### config.mk
export PLATFORM = sky130hd
export DESIGN_NAME = bp_reg_mem_burst_flat
export DESIGN_NICKNAME = d
export VERILOG_FILES = /design/src/rtl/bp_reg_mem_burst_if.sv /design/src/rtl/bp_reg_mem_burst.sv /design/src/flat_wrapper.sv
export SDC_FILE = /design/constraint.sdc
export NUM_CORES = 1
export LEC_CHECK = 0
export CORE_MARGIN = 2
export CORE_UTILIZATION = 47
export DETAILED_ROUTE_END_ITERATION = 7
export MAX_ROUTING_LAYER = met4
export PLACE_DENSITY = 0.88
export SYNTH_ARGS = -nofsm -noshare
export SYNTH_HDL_FRONTEND = slang
export SYNTH_SLANG_ARGS = --single-unit
### constraint.sdc
create_clock -name i_clk -period 2.47 [get_ports i_clk]
set_input_delay 0.3705 -clock i_clk [delete_from_list [all_inputs] [get_ports i_clk]]
set_output_delay 0.3705 -clock i_clk [all_outputs]
set_load 0.005 [all_outputs]
### src/rtl/bp_reg_mem_burst_if.sv
// Byte-pipe bundle between a host and bp_reg_mem_burst: host-to-block and
// block-to-host valid/ready byte channels.
interface bp_reg_mem_burst_if;
    logic [7:0] i_bp_data;
    logic       i_bp_valid;
    logic       o_bp_ready;
    logic [7:0] o_bp_data;
    logic       o_bp_valid;
    logic       i_bp_ready;

    modport master (
        output i_bp_data, i_bp_valid, i_bp_ready,
        input  o_bp_ready, o_bp_data, o_bp_valid
    );

    modport slave (
        input  i_bp_data, i_bp_valid, i_bp_ready,
        output o_bp_ready, o_bp_data, o_bp_valid
    );
endinterface

### src/rtl/bp_reg_mem_burst.sv
// Byte-pipe register memory with command/length burst protocol.
// Optional macro BP_REG_MEM_BURST_WRAP_EN: address wraps from N_REG-1 (or 127) to 1.
module bp_reg_mem_burst #(
    parameter int         N_REG       = 63,
    parameter logic [7:0] VALUE0      = 8'h00,
    parameter logic [7:0] RESET_VALUE = 8'h00
) (
    input  logic                   i_clk,
    input  logic                   i_rst,
    input  logic                   i_cg,
    bp_reg_mem_burst_if.slave      bp,
    output logic [8*N_REG-1:0]     o_reg
);

    typedef enum logic [1:0] {ST_CMD, ST_LEN, ST_WDATA, ST_RDATA} state_t;

    localparam logic [6:0] LAST_ADDR = 7'(N_REG - 1);

    state_t     state;
    logic       wr_q;
    logic [6:0] addr;
    logic [6:0] addr_nxt;
    logic [7:0] cnt;
    logic       ready_q;
    logic       valid_q;
    logic [7:0] data_q;
    logic       in_acc;
    logic       out_acc;
    logic [7:0] mem  [1:N_REG-1];
    logic [7:0] view [128];

    assign bp.o_bp_ready = ready_q & i_cg;
    assign bp.o_bp_valid = valid_q;
    assign bp.o_bp_data  = data_q;

    assign in_acc  = bp.i_bp_valid & ready_q & i_cg;
    assign out_acc = valid_q & bp.i_bp_ready & i_cg;

    // Full 7-bit address view: register 0 is the constant ID, out-of-range reads as zero.
    always_comb begin
        // NOTE: every combinational output gets a default first so no latch is inferred.
        view    = '{default: 8'h00};
        view[0] = VALUE0;
        for (int k = 1; k < N_REG; k++) view[k] = mem[k];
    end

    always_comb begin
`ifdef BP_REG_MEM_BURST_WRAP_EN
        if (addr == LAST_ADDR || addr == 7'd127) addr_nxt = 7'd1;
        else                                     addr_nxt = addr + 7'd1;
`else
        addr_nxt = (addr == 7'd127) ? 7'd127 : addr + 7'd1;
`endif
    end

    for (genvar g = 0; g < N_REG; g++) begin : g_oreg
        assign o_reg[8*g +: 8] = view[g];
    end

    // NOTE: sequential state uses non-blocking assignments so all flops update together.
    always_ff @(posedge i_clk) begin
        if (i_rst) begin
            state   <= ST_CMD;
            wr_q    <= 1'b0;
            addr    <= 7'd0;
            cnt     <= 8'd0;
            ready_q <= 1'b1;
            valid_q <= 1'b0;
            data_q  <= 8'h00;
            // NOTE: the register file is reset explicitly because its reset value is architectural.
            for (int k = 1; k < N_REG; k++) mem[k] <= RESET_VALUE;
        end else if (i_cg) begin
            unique case (state)
                ST_CMD: if (in_acc) begin
                    wr_q  <= bp.i_bp_data[7];
                    addr  <= bp.i_bp_data[6:0];
                    state <= ST_LEN;
                end
                ST_LEN: if (in_acc) begin
                    cnt <= bp.i_bp_data;
                    if (wr_q) begin
                        state <= ST_WDATA;
                    end else begin
                        state   <= ST_RDATA;
                        ready_q <= 1'b0;
                        valid_q <= 1'b1;
                        data_q  <= view[addr];
                        addr    <= addr_nxt;
                    end
                end
                ST_WDATA: if (in_acc) begin
                    // Address 0 and out-of-range addresses match no entry, so the write drops.
                    for (int k = 1; k < N_REG; k++)
                        if (addr == 7'(k)) mem[k] <= bp.i_bp_data;
                    addr <= addr_nxt;
                    if (cnt == 8'd0) state <= ST_CMD;
                    else             cnt   <= cnt - 8'd1;
                end
                ST_RDATA: if (out_acc) begin
                    if (cnt == 8'd0) begin
                        valid_q <= 1'b0;
                        ready_q <= 1'b1;
                        state   <= ST_CMD;
                    end else begin
                        cnt    <= cnt - 8'd1;
                        data_q <= view[addr];
                        addr   <= addr_nxt;
                    end
                end
                default: state <= ST_CMD;
            endcase
        end
    end

endmodule

### src/flat_wrapper.sv
// flat-port wrapper written by rule: the top's interface ports become plain ports
module bp_reg_mem_burst_flat 
#(
    parameter int         N_REG       = 63,
    parameter logic [7:0] VALUE0      = 8'h00,
    parameter logic [7:0] RESET_VALUE = 8'h00
)
  (i_clk, i_rst, i_cg, o_reg, bp_i_bp_data, bp_i_bp_valid, bp_i_bp_ready, bp_o_bp_ready, bp_o_bp_data, bp_o_bp_valid);
  bp_reg_mem_burst_if bp_i ();
  input  logic i_clk;
  input  logic i_rst;
  input  logic i_cg;
  output logic [8*N_REG-1:0] o_reg;
  input wire logic [$bits(bp_i.i_bp_data)-1:0] bp_i_bp_data;
  input wire logic [$bits(bp_i.i_bp_valid)-1:0] bp_i_bp_valid;
  input wire logic [$bits(bp_i.i_bp_ready)-1:0] bp_i_bp_ready;
  output wire logic [$bits(bp_i.o_bp_ready)-1:0] bp_o_bp_ready;
  output wire logic [$bits(bp_i.o_bp_data)-1:0] bp_o_bp_data;
  output wire logic [$bits(bp_i.o_bp_valid)-1:0] bp_o_bp_valid;
  assign bp_i.i_bp_data = bp_i_bp_data;
  assign bp_i.i_bp_valid = bp_i_bp_valid;
  assign bp_i.i_bp_ready = bp_i_bp_ready;
  assign bp_o_bp_ready = bp_i.o_bp_ready;
  assign bp_o_bp_data = bp_i.o_bp_data;
  assign bp_o_bp_valid = bp_i.o_bp_valid;
  bp_reg_mem_burst #(.N_REG(N_REG), .VALUE0(VALUE0), .RESET_VALUE(RESET_VALUE)) u_core (.i_clk(i_clk), .i_rst(i_rst), .i_cg(i_cg), .bp(bp_i), .o_reg(o_reg));
endmodule
### Word level (Yosys, flattened, before mapping)

Memory sizes are Yosys's and may differ from the RTL's.
Cells that the tools add are included.

* register bits after elaboration: 28
* RAM bits: 496
* input bits: 13
* logic and storage cells: 636
* memories kept: 1

* add/subtract/negate cells: 2
* magnitude comparators: 1
* eq/ne operators: 73
* muxes and demuxes: 474
* bitwise gates (word level): 68
* reductions and logical operators: 10

Memories
* u_core.mem: depth 62, bits a word 8, read ports 62, clocked after Yosys merged registers in 0, wr ports 62, line bp_reg_mem_burst.sv:29 `logic [7:0] mem [1:N_REG-1];`

Operators by type and width (count)
* 2-to-1 mux 8 bit: 72
* 2-to-1 mux 1 bit: 383
* == test 7 x 6 -> 1 bit (second input constant): 31
* == test 7 x 5 -> 1 bit (second input constant): 16
* OR 1 bit: 62
* binary-select mux 8 bit (select 7 bit): 1
* == test 7 x 4 -> 1 bit (second input constant): 8
* 2-to-1 mux 7 bit: 7
* == test 7 x 3 -> 1 bit (second input constant): 4
* one-hot mux 7 bit (4 select lines): 1
* one-hot mux 8 bit (3 select lines): 1
* one-hot mux 8 bit (2 select lines): 1
* == test 7 x 2 -> 1 bit (second input constant): 2
* AND reduction 6 bit: 2
* 2-to-1 mux 2 bit: 5
* != test 2 x 1 -> 1 bit (second input constant): 5
* AND reduction 5 bit: 2
* greater-or-equal comparator 8 bit (second input constant): 1
* logical NOT 8 bit: 1
* inverter 7 -> 8 bit: 1
* one-hot mux 2 bit (4 select lines): 1
* subtractor 8 x 1 -> 8 bit (second input constant): 1
* adder 7 x 1 -> 7 bit (second input constant): 1
* == test 7 x 1 -> 1 bit (second input constant): 1
* 11 further kinds: 18

### Logic depth before layout (Yosys ltp)

* depth in word-level cells: 8
* depth in mapped cells: 10
* depth with buffers taken out: 7

### Worst setup path after synthesis

Ideal clock, no wire load.

* path type: register to register
* start: register u_core.addr[0]
* end: register u_core.mem[0][144] (netlist name)
* library setup time: 0.375 ns
* arrival time: 2.300 ns
* data required time: 2.095 ns
* slack: -0.204 ns
* cell stages (with the launch flop): 10
* cells stage by stage: dfxtp_1 > buf_6 > buf_6 > inv_2 > clkbuf_1 > ha_1 > clkbuf_1 > nand3_1 > clkbuf_1 > o21bai_1

RTL lines
* from (decl): line bp_reg_mem_burst.sv:21 `logic [6:0] addr;`
* from (signal assigned): line bp_reg_mem_burst.sv:76 `addr <= bp.i_bp_data[6:0];`
* from (signal assigned): line bp_reg_mem_burst.sv:88 `addr <= addr_nxt;`
* from (signal assigned): line bp_reg_mem_burst.sv:95 `addr <= addr_nxt;`

### Worst setup path in the final report

* start: register u_core.addr[0]
* end: register u_core.addr[1]

* longest elaborated chain between the ends: 5

RTL lines
* adder 7 x 1 -> 7 bit or == test 7 bit (tied branches): line bp_reg_mem_burst.sv:52 `addr_nxt = (addr == 7'd127) ? 7'd127 : addr + 7'd1;`
* 2-to-1 mux 7 bit *: line bp_reg_mem_burst.sv:52
* 2-to-1 mux 7 bit, on equally long branches: line bp_reg_mem_burst.sv:100, bp_reg_mem_burst.sv:81
* 2-to-1 mux 7 bit, on equally long branches: line bp_reg_mem_burst.sv:99, bp_reg_mem_burst.sv:79
* one-hot mux 7 bit (4 select lines) *: line bp_reg_mem_burst.sv:73 `unique case (state)`

Mark *: on every way between the ends. The rest lies on a longest branch, timed or not. The select of a mux whose other input is x is not followed.
A chain may end at the register's enable or synchronous reset.

==> flow_summary.json <==
{
  "status": "completed",
  "holdPathStages": 3,
  "p_sw_share_pct": 24.9,
  "detail_route.vias_per_cell": 6.16,
  "cts_buffers": 53,
  "drc": 0,
  "period_share_pct": 98.3,
  "cp.arrival_ps": 2930,
  "maxCapViolations": 0,
  "port_buffers": 518,
  "gp_congestion": 0.968,
  "drt-total-wl_mm": 91.8,
  "ys.flop_type": "edfxtp_1",
  "critPathMaxStageDelay_ps": 560,
  "htree_levels": 2,
  "hp-class": "in -> reg",
  "synth.most_common_cell": "edfxtp_1",
  "wl_per_cell_um": 29.0,
  "multi_input_area_mm2": 0.00873,
  "finalNonFillerCells": 3164,
  "yosysTopAreaCellShare_pct": 59.6,
  "synth_commonest_cells": "edfxtp_1 (496), and2_1 (376), nor3_1 (130), clkbuf_1 (89), mux4_2 (87)",
  "criticalPathCategory": "reg -> reg",
  "cts_buffer_depth": 3,
  "cp.required_ps": 2970,
  "grt_usage_pct": 33.3,
  "hp-start": "bp_i_bp_data[7]",
  "ys_seq_area_share_pct": 61.8,
  "regToRegStartpoint": "u_core.addr[0]",
  "critPathBufInv": 1,
  "hold_viol_final": 0,
  "mappedNetlistArea_mm2": 0.0250,
  "numClockSinks": 524,
  "tightestPinTransition_ps": 872,
  "row_count": 84,
  "fp.dieH_um": 235,
  "grt-ovfl-total": 0,
  "cts-root-buf": "clkbuf_16",
  "first_pass_iters": 6,
  "yosysWarningCount": 0,
  "drt-initial-drc-count": 2723,
  "r2r_end": "u_core.addr[1]",
  "r2r_slack_ps": 40,
  "grt_pass1_vias": 18900,
  "grt_max_degree": 65,
  "fin_crit_ps": 2430,
  "comb_power_share_pct": 13.3,
  "grt_pass1_wl_mm": 131,
  "synth_edf_count": 496,
  "power_leakage_nw": 11.9,
  "vdd_drop_max_uv": 502,
  "internal_power_mw": 15.7,
  "cp-end-kind": "flip-flop",
  "place_inst": 3063,
  "path_cells": "buf_4 -> ha_1 -> and3_1 -> a41oi_1 -> a21oi_1 -> mux2i_1 -> nor2_1",
  "core-area_mm2": 0.0526,
  "crit_path_top_delay_cell": "a41oi_1",
  "p_seq_share_pct": 49.3,
  "clk_latency_ps": 610,
  "yosysUniqueCellTypes": 66,
  "synth-seq-cells": 524,
  "drv_slew": 0,
  "reg2reg_depth": 7,
  "skew_ps": 30.8,
  "die_w_um": 235,
  "dieArea_mm2": 0.0551,
  "yosysTopAreaCell": "edfxtp_1",
  "setup_tns_ps": 0,
  "cp-start-kind": "flip-flop",
  "critical-path-top-delay-family": "compound AO/OA/AOI/OAI gates",
  "dp_hpwl_mm": 68.3,
  "nFillCells": 3728,
  "holdPathEnd": "u_core.wr_q",
  "cts_tree": "done",
  "synthCells": 1851,
  "p_switching_mw": 5.22,
  "cts.clk_slew.worst_paths_ps": 60,
  "syn2layout_area_growth_pct": 34.2,
  "clkPwrFrac_pct": 37.4,
  "vias": 19500,
  "async_flop_share_pct": 0,
  "fin_nets": 2450,
  "power_density_mw_per_mm2": 624,
  "avgSynthCellArea_um2": 13.5,
  "crit_fanout": 14,
  "start_util_pct": 47.6,
  "seqCellArea_mm2": 0.0155,
  "ios": 527,
  "layout-drive-gt1-share_pct": 16.0,
  "setup_viol": 0,
  "postRouteAntennaNets": 0,
  "ys_top_cells_by_area": "edfxtp_1 (60%), and2_1 (9.4%), mux4_2 (7.8%)",
  "fmax_mhz": 412,
  "maxSlewHeadroom_pct": 41.7,
  "antenna_found_initial": 3,
  "rsz0062_at_grt": "yes"
}
==> registers in the layout, summed over array words and instances, names as in the netlist <==
register	count
u_core.cnt	8
u_core.wr_q	1
u_core.addr	7
u_core.state	2
u_core.bp.o_bp_data	8
u_core.ready_q	1
u_core.bp.o_bp_valid	1
u_core.mem	496
==> stage by stage <==
step | hold slack, ps | area, um2 | worst slack [ps] | utilization [%] | total power [mW]
6_report | 244 | 33600 | 41.5 | 63.9 | 20.9
5_1_grt | 230 | 33600 | -6.78 | 63.9 | 21.4
4_1_cts | 208 | 33500 | 3.20 | 63.7 | 20.9
3_5_place_dp | 464 | 31800 | -102 | 60.6 | 13.2
3_3_place_gp | 452 | 31800 | -66.4 | 60.6 | 13.2
2_1_floorplan | 454 | 25100 | -157 | - | 11.7
==> cell families after synthesis <==
family	share of synthesized area, %
buffers and inverters	3.86
AO/OA/AOI/OAI	6.28
multiplexers	11.4
AND/OR/NAND/NOR	16.3
other	0.0150
adder cells (fa/ha/maj)	0.300
XOR/XNOR	0.0350
flip-flops	61.8
==> per-layer routing <==
metal / global-route usage, % / vias to the layer above / wire length (um)
li1: - / 8069 / -
met1: 41.6 / 9625 / 33100
met2: 53.3 / 1526 / 44600
met3: 6.50 / 255 / 9720
met4: 13.8 / 0 / 4350
met5: - / - / 0
==> tightest hold or removal path, cell delays in order <==
cell and delay [ps]:
buf_2 200, mux2i_1 170, nor2_1 60
==> what timing repair did <==
action,CTS,global route
hold buffers,0,0
pin swaps,0,0
setup endpoints to repair,3,58
resized for setup,4,10
buffers inserted,0,1
==> worst max-delay path by stage <==
stage,from,endpoint,depth (start not counted)
6_report,u_core.addr[0],u_core.addr[1],7
5_1_grt,u_core.addr[6],u_core.mem[0][43],7
4_1_cts,u_core.addr[1],u_core.bp.o_bp_data[6],6
3_5_place_dp,u_core.addr[1],u_core.bp.o_bp_data[0],6
3_3_place_gp,u_core.addr[1],u_core.bp.o_bp_data[7],6
2_1_floorplan,u_core.addr[0],u_core.mem[0][304],9
==> power by group through the flow <==
stage | combinational [mW] | sequential (mW) | clock, mW
after floorplan | 1.34 | 10.4 | 0
after global placement | 2.66 | 10.5 | 0
after detailed placement | 2.71 | 10.5 | 0
after CTS | 2.73 | 10.3 | 7.85
after global routing | 2.89 | 10.3 | 8.20
final | 2.78 | 10.3 | 7.84
==> layout by cell type, fill, tap and decap left out, drive strengths merged, types with 10 or more instances in the layout <==
cell type and instances:
and3 11, a32o 17, o22ai 10, a31oi 11, nor2 85, mux4 88
edfxtp 496, dfxtp 28, inv 19, mux2i 77, buf 186, and2 377
a41o 14, clkdlybuf4s50 511, nor3 131, o21bai 47, a221oi 11, clkinv 18
a22oi 26, clkbuf 75, a21oi 25, nand2 62, o21ai 29, nand3 29
==> cell type report <==
class | count | area share [%]
sequential | 524 | 46.1
multi-input combinational | 1135 | 26.0
timing repair buffer | 697 | 20.2
clock buffer | 75 | 4.32
tap | 688 | 2.57
clock inverter | 23 | 0.589
inverter | 20 | 0.224
antenna | 2 | 0.0149
Note: power is estimated with default switching activity, not from simulation.
